**config.mk**
```make
export PLATFORM = sky130hd
export DESIGN_NAME = i2c_init_seq
export DESIGN_NICKNAME = d
export VERILOG_FILES = /design/src/rtl/i2c_init_seq_pkg.sv /design/src/rtl/i2c_init_seq_delay_timer.sv /design/src/rtl/i2c_init_seq.sv
export SDC_FILE = /design/constraint.sdc
export NUM_CORES = 1
export LEC_CHECK = 0
export CORE_UTILIZATION = 44
export CTS_BUF_LIST = sky130_fd_sc_hd__clkbuf_4 sky130_fd_sc_hd__clkbuf_8
export CTS_CLUSTER_DIAMETER = 150
export DETAILED_ROUTE_END_ITERATION = 8
export PLACE_DENSITY_LB_ADDON = 0.05
export SLEW_MARGIN = 30
export SYNTH_ARGS = -nofsm -noshare
export SYNTH_HDL_FRONTEND = slang
export SYNTH_SLANG_ARGS = --single-unit
```
**constraint.sdc**
```tcl
create_clock -name clk -period 7.25 [get_ports clk]
set_input_delay 1.45 -clock clk [delete_from_list [all_inputs] [get_ports clk]]
set_output_delay 1.45 -clock clk [all_outputs]
set_load 0.05 [all_outputs]
```
**src/rtl/i2c_init_seq_pkg.sv**
```systemverilog
// Shared definitions for the init-table sequencer: FSM state encodings, table
// opcodes, entry layout and the delay counter sizing helper.
package i2c_init_seq_pkg;

   // FSM state encodings
   localparam logic [3:0] ST_IDLE      = 4'd0;
   localparam logic [3:0] ST_FETCH     = 4'd1;
   localparam logic [3:0] ST_CAPTURE   = 4'd2;
   localparam logic [3:0] ST_DECODE    = 4'd3;
   localparam logic [3:0] ST_ISSUE     = 4'd4;
   localparam logic [3:0] ST_WAIT_DONE = 4'd5;
   localparam logic [3:0] ST_DELAY     = 4'd6;
   localparam logic [3:0] ST_FINISH    = 4'd7;
   localparam logic [3:0] ST_FAIL      = 4'd8;

   // Device-byte opcodes that are not real I2C device addresses
   localparam logic [7:0] OP_END   = 8'hFF;
   localparam logic [7:0] OP_DELAY = 8'hFE;

   // Entry field bit positions
   localparam int unsigned ENTRY_DEV_MSB  = 23;
   localparam int unsigned ENTRY_DEV_LSB  = 16;
   localparam int unsigned ENTRY_REG_MSB  = 15;
   localparam int unsigned ENTRY_REG_LSB  = 8;
   localparam int unsigned ENTRY_DATA_MSB = 7;
   localparam int unsigned ENTRY_DATA_LSB = 0;

   localparam int unsigned TABLE_DEPTH = 64;
   localparam int unsigned ENTRY_W     = 24;

   // One table entry, laid out to match the bit positions above
   typedef struct packed {
      logic [7:0] dev;
      logic [7:0] addr;
      logic [7:0] data;
   } entry_t;

   // Bits needed to hold the longest delay (255 units) without overflow
   function automatic int unsigned delay_cnt_width(input int unsigned ticks);
      longint unsigned max_val;
      int unsigned     w;
      max_val = 64'd255 * 64'(ticks) + 64'd1;
      w = $clog2(max_val);
      return (w < 8) ? 8 : w;
   endfunction

endpackage

```
**src/rtl/i2c_init_seq_delay_timer.sv**
```systemverilog
// Count-down timer for table delay entries. A load arms it with a cycle count;
// expired pulses during the last counted cycle (or the first, for a zero load).
module i2c_init_seq_delay_timer #(
   parameter int unsigned CNT_W = 16
) (
   input  logic             clk,
   input  logic             rst_n,
   input  logic             load,
   input  logic [CNT_W-1:0] load_val,
   output logic             expired
);

   logic [CNT_W-1:0] count_q, count_d;
   logic             active_q, active_d;

   // Next-state: load, count down, flag the final cycle
   always_comb begin
      count_d  = count_q;
      active_d = active_q;
      expired  = 1'b0;
      if (load) begin
         count_d  = load_val;
         active_d = 1'b1;
      end else if (active_q) begin
         if (count_q <= CNT_W'(1)) begin
            expired  = 1'b1;
            active_d = 1'b0;
            count_d  = '0;
         end else begin
            count_d = count_q - CNT_W'(1);
         end
      end
   end

   // Counter state
   always_ff @(posedge clk or negedge rst_n) begin
      if (!rst_n) begin
         count_q  <= '0;
         active_q <= 1'b0;
      end else begin
         count_q  <= count_d;
         active_q <= active_d;
      end
   end

endmodule

```
**src/rtl/i2c_init_seq.sv**
```systemverilog
// Init-table sequencer: walks the init RAM entry by entry and turns each one
// into an I2C register write, a timed delay or end-of-table, then reports
// clean completion or the index of the entry whose retries ran out.
module i2c_init_seq
   import i2c_init_seq_pkg::*;
#(
   parameter int unsigned DELAY_TICKS = 50000,
   parameter int unsigned MAX_RETRY   = 3
) (
   input  logic        clk,
   input  logic        rst_n,
   input  logic        start,
   output logic [5:0]  ram_addr,
   input  logic [23:0] ram_data,
   output logic        i2c_valid,
   input  logic        i2c_ready,
   output logic [7:0]  i2c_dev,
   output logic [7:0]  i2c_reg,
   output logic [7:0]  i2c_data,
   input  logic        i2c_done,
   input  logic        i2c_nack,
   output logic        busy,
   output logic        done,
   output logic        error,
   output logic [5:0]  err_index
);

   localparam int unsigned CNT_W       = delay_cnt_width(DELAY_TICKS);
   localparam logic [2:0]  RETRY_LIMIT = 3'(MAX_RETRY);

   logic [3:0] state_q, state_d;
   logic [5:0] index_q, index_d;
   logic [2:0] retry_q, retry_d;
   entry_t     entry_q, entry_d;
   logic       valid_q, valid_d;
   logic [7:0] dev_q, dev_d;
   logic [7:0] reg_q, reg_d;
   logic [7:0] data_q, data_d;
   logic       busy_q, busy_d;
   logic       done_q, done_d;
   logic       error_q, error_d;
   logic [5:0] err_index_q, err_index_d;

   logic             advance;
   logic             begin_seq;
   logic             timer_load;
   logic [CNT_W-1:0] timer_val;
   logic             timer_expired;

   i2c_init_seq_delay_timer #(
      .CNT_W (CNT_W)
   ) u_delay_timer (
      .clk      (clk),
      .rst_n    (rst_n),
      .load     (timer_load),
      .load_val (timer_val),
      .expired  (timer_expired)
   );

   // Next-state and output-register logic for the sequencer FSM
   always_comb begin
      state_d     = state_q;
      index_d     = index_q;
      retry_d     = retry_q;
      entry_d     = entry_q;
      valid_d     = valid_q;
      dev_d       = dev_q;
      reg_d       = reg_q;
      data_d      = data_q;
      busy_d      = busy_q;
      done_d      = done_q;
      error_d     = error_q;
      err_index_d = err_index_q;
      advance     = 1'b0;
      begin_seq   = 1'b0;
      timer_load  = 1'b0;
      timer_val   = CNT_W'(entry_q.data) * CNT_W'(DELAY_TICKS);

      case (state_q)
         ST_IDLE: begin
            begin_seq = start;
         end
         // ram_addr already holds the index; give the RAM its sampling cycle
         ST_FETCH: begin
            state_d = ST_CAPTURE;
         end
         ST_CAPTURE: begin
            entry_d = entry_t'(ram_data);
            state_d = ST_DECODE;
         end
         ST_DECODE: begin
            if (entry_q.dev == OP_END) begin
               state_d = ST_FINISH;
            end else if (entry_q.dev == OP_DELAY) begin
               timer_load = 1'b1;
               state_d    = ST_DELAY;
            end else begin
               retry_d = '0;
               dev_d   = entry_q.dev;
               reg_d   = entry_q.addr;
               data_d  = entry_q.data;
               valid_d = 1'b1;
               state_d = ST_ISSUE;
            end
         end
         ST_ISSUE: begin
            if (valid_q && i2c_ready) begin
               valid_d = 1'b0;
               state_d = ST_WAIT_DONE;
            end
         end
         ST_WAIT_DONE: begin
            if (i2c_done) begin
               if (!i2c_nack) begin
                  advance = 1'b1;
               end else if (retry_q < RETRY_LIMIT) begin
                  retry_d = retry_q + 3'd1;
                  valid_d = 1'b1;
                  state_d = ST_ISSUE;
               end else begin
                  state_d = ST_FAIL;
               end
            end
         end
         ST_DELAY: begin
            advance = timer_expired;
         end
         ST_FINISH: begin
            done_d    = 1'b1;
            busy_d    = 1'b0;
            state_d   = ST_IDLE;
            begin_seq = start;
         end
         ST_FAIL: begin
            error_d     = 1'b1;
            err_index_d = index_q;
            busy_d      = 1'b0;
            state_d     = ST_IDLE;
            begin_seq   = start;
         end
         default: begin
            state_d = ST_IDLE;
         end
      endcase

      // Last entry completing ends the table; the index never wraps
      if (advance) begin
         if (index_q == 6'd63) begin
            state_d = ST_FINISH;
         end else begin
            index_d = index_q + 6'd1;
            state_d = ST_FETCH;
         end
      end

      // A restart from FINISH/FAIL overrides the status just posted
      if (begin_seq) begin
         done_d  = 1'b0;
         error_d = 1'b0;
         busy_d  = 1'b1;
         index_d = '0;
         retry_d = '0;
         state_d = ST_FETCH;
      end
   end

   // State and registered outputs
   always_ff @(posedge clk or negedge rst_n) begin
      if (!rst_n) begin
         state_q     <= ST_IDLE;
         index_q     <= '0;
         retry_q     <= '0;
         entry_q     <= '0;
         valid_q     <= 1'b0;
         dev_q       <= '0;
         reg_q       <= '0;
         data_q      <= '0;
         busy_q      <= 1'b0;
         done_q      <= 1'b0;
         error_q     <= 1'b0;
         err_index_q <= '0;
      end else begin
         state_q     <= state_d;
         index_q     <= index_d;
         retry_q     <= retry_d;
         entry_q     <= entry_d;
         valid_q     <= valid_d;
         dev_q       <= dev_d;
         reg_q       <= reg_d;
         data_q      <= data_d;
         busy_q      <= busy_d;
         done_q      <= done_d;
         error_q     <= error_d;
         err_index_q <= err_index_d;
      end
   end

   assign ram_addr  = index_q;
   assign i2c_valid = valid_q;
   assign i2c_dev   = dev_q;
   assign i2c_reg   = reg_q;
   assign i2c_data  = data_q;
   assign busy      = busy_q;
   assign done      = done_q;
   assign error     = error_q;
   assign err_index = err_index_q;

endmodule
```
==> metrics.cfg, run 1 <==
[worst_setup_path]
critical_path_class = flip-flop to flip-flop
critical_path.most_common_cell = ha_1
critical-path-max-stage-delay_ns = 0.49
critical_path.max_fanout = 6
setup.reg_to_reg.worst_slack_ns = 3.16
startpoint_type = flip-flop
critical_path_required_ns = 7.49
crit_path_top_delay_cell = fa_1
crit_chain = ha_1 > ha_1 > inv_1 > fa_1 > inv_1 > fa_1 > ha_1 > a21oi_1 > nor2b_1 > a311o_1 > a311oi_1 > o21ai_0 > xnor2_1 > a21oi_1
setup.worst_path.end_class = flip-flop
arrival_ns = 4.34

[finish]
flow.area_growth_from_synthesis_pct = 17.2
final_net_count = 757
layout_top_registers = entry_q x24, u_delay_timer.count_q x24
num_antenna_cells = 0
layout-drive-gt1-share = 0.119

[global_routing]
antenna_violations_before_repair = 0
grtUsageMet3 = 0.0347
track_usage = 0.208
grt_pass1_wl_mm = 23.1
grt_pass1_vias = 4722
grt_max_degree = 51
gr-usage-met1 = 0.283
globalRoute.busiestLayer = met2
grt_overflow_total = 0
globalRouteMet2Util = 0.336

[job]
max_cap_viol_count = 0

[yosys]
synth_nets = 694
ys_types = 54
synth.cell_area_um2 = 5960
postSynthRegisterBits = 96
number_of_flops_mapped_to_enable_cells_by_yosys = 0
syn_avg_cell_area_um2 = 10.0
proportion_of_synthesized_chip_area_in_sequential_cells = 0.403
ys.warnings.count = 0
syn-instance-count = 595
synth_async_sr_flop_share = 1.00
yosys_most_used_dff = dfrtp_1

[floorplan]
die_w_um = 118
die_area_um2 = 14000
rows = 42
ios = 70
die-height_um = 118
floorplan.initialDensity = 0.450
coreArea_um2 = 13200

[sta]
timing.final.setup_violations = 0
drv_slew = 0
worst_pin_slew_ns = 0.713
timing_hold_violations_final = 0
clock_skew_ns = 0.00723
min_period_ns = 4.09
slew_headroom = 0.524
clock.fmax_mhz = 244
part_of_the_cycle_the_worst_path_needs = 0.565
fin_tns_setup_ns = 0
grt_setup_unrepaired = no

[clock_tree]
clock-sinks = 96
clk_pin_slew_ns = 0.10
cts-htree-levels = 3
cts_made_buffers = 9
clock_tree_from_tritoncts = done
clock_buffer_depth = 2
post-cts-setup-buffers = 0
clk-insertion-delay-late_ns = 0.37
cts_hold_buf = 0
cts_resized = 0
cts-root-buf = clkbuf_8

[worst_hold_path]
worst_min_delay_path_class = flip-flop to flip-flop

[routing]
detail_route.drc_violations = 0
initialDrtViolationCount = 317
post_drt_wl_per_cell_um = 16.3
ant_nets = 0
routed_via_density = 5.55
drt_first_pass_iters = 4
final_routed_wirelength_across_all_metal_layers_mm = 13.7
via_count = 4658

[placement]
dp_hpwl_mm = 10.2
routabilityCongestion = 0.854
place.port_buffers = 69

[status]
status = finished, final reports clean

==> metal layers <==
| layer | share of wire | vias to the layer above |
|---|---|---|
| li1 | - | 2276 |
| met1 | 0.49 | 2276 |
| met2 | 0.46 | 91 |
| met3 | 0.035 | 15 |
| met4 | 0.013 | 0 |
| met5 | 0 | - |
==> area by class of cell <==
cell class              instances  area (um2)
fillers                      1255        6260
multi-input cells             457        3390
flip-flops and latches         96        2400
repair buffers                 72         711
well taps                     176         220
clock buffers                  11         139
inverters                      22        82.6
clock inverters                 5        42.5
==> per-stage QoR <==
step | setup WS (ns) | hold WS (ns) | std cells | utilization | cell area (um2)
floorplan | 3.49 | 0.474 | 595 | - | 5960
global placement | 3.29 | 0.465 | 823 | 0.514 | 6800
detailed placement | 3.18 | 0.479 | 823 | 0.514 | 6800
CTS | 3.16 | 0.500 | 839 | 0.527 | 6980
global route | 2.88 | 0.529 | 839 | 0.527 | 6980
finish | 3.16 | 0.492 | 839 | 0.527 | 6980
==> cell families (layout without fill, tap and decap cells) <==
kind of cell | Yosys count | after routing | share of synthesized area
DFF | 96 | 96 | 0.403
adders and majority gates | 69 | 69 | 0.160
and+or+nand+nor | 194 | 194 | 0.159
xor gates and xnor gates | 12 | 12 | 0.0176
buffers and inverters | 42 | 110 | 0.0300
muxes | 52 | 52 | 0.0977
AOI/OAI and AO/OA | 130 | 130 | 0.133
==> path summary, 6_finish.rpt <==
path,to,cells after the start,start
setup / recovery,u_delay_timer.count_q[23],14,entry_q[2]
hold / removal,i2c_data[1],2,i2c_data[1]
setup reg to reg,u_delay_timer.count_q[23],14,entry_q[2]
hold reg to reg,i2c_data[1],2,i2c_data[1]
max in group asynchronous,i2c_data[1],2,rst_n
min in group asynchronous,u_delay_timer.count_q[0],1,rst_n
==> cell usage after synthesis (all sizes together) (5+ instances only) <==
| cell | number | area [um2] |
|---|---|---|
| clkbuf | 10 | 37.5 |
| fa | 12 | 240 |
| nor3 | 29 | 150 |
| inv | 22 | 82.6 |
| and3 | 8 | 50.1 |
| o21ai | 44 | 224 |
| o21a | 5 | 37.5 |
| nor2 | 46 | 175 |
| dfrtp | 96 | 2400 |
| buf | 10 | 58.8 |
| a21oi | 43 | 226 |
| nor4 | 6 | 37.5 |
| ha | 57 | 713 |
| o31ai | 5 | 37.5 |
| mux2 | 49 | 552 |
| xnor2 | 9 | 78.8 |
| a21o | 5 | 37.5 |
| nand3 | 26 | 130 |
| nor2b | 10 | 62.6 |
| nand2 | 46 | 173 |
==> critical path: cells and delay by family (launching register included) <==
family / cells / cell delay [ns]
AO/OA/AOI/OAI: 5 / 1.24
XOR/XNOR: 1 / 0.16
adder cells (fa/ha/maj): 5 / 1.89
buffers and inverters: 2 / 0.10
flip-flops: 1 / 0.48
AND/OR/NAND/NOR: 1 / 0.07
==> cell usage in the layout, fill, tap and decap left out, drive strengths merged, types with 5 or more instances in the layout <==
master	instances
nor4	6
clkbuf	11
nor3	29
inv	23
nor2b	10
nand2	46
and3	8
dfrtp	96
xnor2	9
o21a	5
o31ai	5
a21o	5
nor2	46
clkdlybuf4s50	68
mux2	49
fa	12
nand3	26
o21ai	44
a21oi	43
ha	57
Power of run 1 is left out: the tool's default activity adds up to more than one toggle a clock period on the data nets, which glitch-free logic cannot reach.
==> run 2, diff against run 1 <==
==> constraint.sdc (replaced) <==
create_clock -name clk -period 4 [get_ports clk]
set_input_delay 0.8 -clock clk [delete_from_list [all_inputs] [get_ports clk]]
set_output_delay 0.8 -clock clk [all_outputs]
set_load 0.05 [all_outputs]
==> run 2 against run 1 <==
  * Critical path depth fell by 1
  * Highest routed layer unchanged
  * Critical path type unchanged
  * First-iteration DRC count shrank 12%
  * Worst setup slack got worse by 3.0 ns
  * Clock skew grew 0.0092 ns
  * Core utilization increased by 0.84 points
  * Routed wire length increased by 1.8%
  * Sequential cell count did not move
  * Worst hold slack got worse by 0.078 ns
  * Sequential share of layout area fell by 0.50 points
==> metrics.cfg, run 2 (synthesized netlist as in run 1, its figures left out) <==
[finish]
layout.cells.most_common = dfrtp_1
num_antenna_cells = 0  ; unchanged
number_of_standard_cells_in_the_layout_taps_in_and_fillers_out = 848  ; +1.1%
layout-drive-gt1-share = 0.140  ; +0.0207
flow.area_growth_from_synthesis_pct = 19.1
layout_top_registers = entry_q x24, u_delay_timer.count_q x24
final_net_count = 766  ; +1.2%
commonest_cells_after_routing_fill_and_taps_aside = dfrtp_1, clkdlybuf4s50_1, ha_1

[clock_tree]
clk_pin_slew_ns = 0.10  ; about the same
cts-htree-levels = 3  ; unchanged
clock-sinks = 96  ; unchanged
clock_buffer_depth = 2  ; unchanged
cts_hold_buf = 0  ; unchanged
clk-insertion-delay-late_ns = 0.38  ; about the same
cts-root-buf = clkbuf_8
cts_made_buffers = 9  ; unchanged
clock_tree_from_tritoncts = done

[worst_setup_path]
setup.worst_path.end_class = flip-flop
critical_path_required_ns = 4.25  ; -3.24 ns
arrival_ns = 4.09  ; -0.25 ns
reg2reg_from = entry_q[4]
critical_path_class = flip-flop to flip-flop
launch_point_of_the_worst_path = entry_q[4]
critical_path.max_fanout = 5  ; -1
startpoint_type = flip-flop

[global_routing]
track_usage = 0.208  ; +0.000351
grt_overflow_total = 0  ; unchanged
grt_pass1_wl_mm = 23.3  ; +0.84%
grt_max_degree = 74  ; +45%
grt_pass1_vias = 4719  ; -0.064%
antenna_violations_before_repair = 0  ; unchanged

[status]
status = finished, final reports clean

[routing]
post_drt_wl_per_cell_um = 16.4  ; +0.70%
routed_via_density = 5.57  ; +0.34%
ant_nets = 0  ; unchanged
drt_first_pass_iters = 5  ; +1
via_count = 4724  ; +1.4%
final_routed_wirelength_across_all_metal_layers_mm = 13.9  ; +1.8%
detail_route.drc_violations = 0  ; unchanged
initialDrtViolationCount = 278  ; -12%

[placement]
dpl_worst_slack_ns = 0.0231  ; -3.16 ns
routabilityCongestion = 0.858  ; +0.54%
dp_hpwl_mm = 10.2  ; about the same
place_inst = 829  ; +0.73%
place.port_buffers = 69  ; unchanged

[sta]
timing.final.setup_violations = 0  ; unchanged
drv_slew = 0  ; unchanged
clock.fmax_mhz = 260  ; +6.6%
timing.final.ws_setup_ns = 0.158  ; -3.00 ns
slew_headroom = 0.525  ; +0.00114
timing_hold_violations_final = 0  ; unchanged
part_of_the_cycle_the_worst_path_needs = 0.961  ; +0.396
min_period_ns = 3.84  ; -0.252 ns
worst_pin_slew_ns = 0.707  ; -0.00645 ns
clock_skew_ns = 0.0164  ; +0.00919 ns

[worst_hold_path]
worst_min_delay_path_class = input pin to async pin

[floorplan]
die_area_um2 = 14000  ; unchanged
floorplan.initialDensity = 0.450  ; unchanged
die_w_um = 118  ; unchanged
ios = 70  ; unchanged
coreArea_um2 = 13200  ; unchanged
die-height_um = 118  ; unchanged
rows = 42  ; unchanged

[job]
max_cap_viol_count = 0  ; unchanged

==> run 2: critical path, stage by stage, from the launching register on <==
cell	delay [ns]
dfrtp_2	0.46
ha_1	0.32
ha_1	0.28
inv_1	0.05
fa_1	0.49
inv_1	0.05
fa_1	0.58
ha_4	0.22
nor2b_1	0.14
a311o_1	0.38
a311oi_2	0.34
buf_4	0.16
xor2_1	0.14
a21oi_1	0.08
==> run 2: layout make-up <==
type / instances / area, um2
well taps: 176 / 220
multi-input cells: 457 / 3420
fillers: 1244 / 6150
flip-flops and latches: 96 / 2400
clock inverters: 6 / 50.0
repair buffers: 81 / 782
clock buffers: 10 / 131
inverters: 22 / 82.6
==> run 2: worst paths after layout <==
path	end	slack, ns	cells after the start
max	u_delay_timer.count_q[19]	0.16	13
min	u_delay_timer.count_q[0]	0.41	1
max reg2reg	u_delay_timer.count_q[19]	0.16	13
min reg2reg	i2c_dev[0]	0.49	2
max in group asynchronous	entry_q[17]	2.77	2
min in group clk	i2c_dev[0]	0.49	2
==> run 2: per-stage QoR <==
step           setup TNS [ns]  hold WS [ns]   util  instance area, um2
3_5_place_dp                0         0.478  0.517                6850
4_1_cts                     0         0.503  0.531                7030
5_1_grt               -0.0235         0.476  0.536                7100
3_3_place_gp                0         0.465  0.517                6850
6_report                    0         0.414  0.536                7100
2_1_floorplan               0         0.474      -                5960
==> run 2: repair_timing <==
action / 4_1_cts / 5_1_grt
buffers inserted: 0 / 3
resized for setup: 1 / 7
hold endpoints to repair: 0 / 0
pin swaps: 0 / 3
setup endpoints to repair: 1 / 9
==> run 2: metal layers <==
| metal | track usage | up-vias | routed length [um] |
|---|---|---|---|
| met5 | 0 | - | 0 |
| met4 | 0.0817 | 0 | 264 |
| met3 | 0.0372 | 22 | 663 |
| met2 | 0.332 | 115 | 6520 |
| met1 | 0.280 | 2288 | 6450 |
| li1 | - | 2299 | - |
Power of run 2 is left out for the same reason.
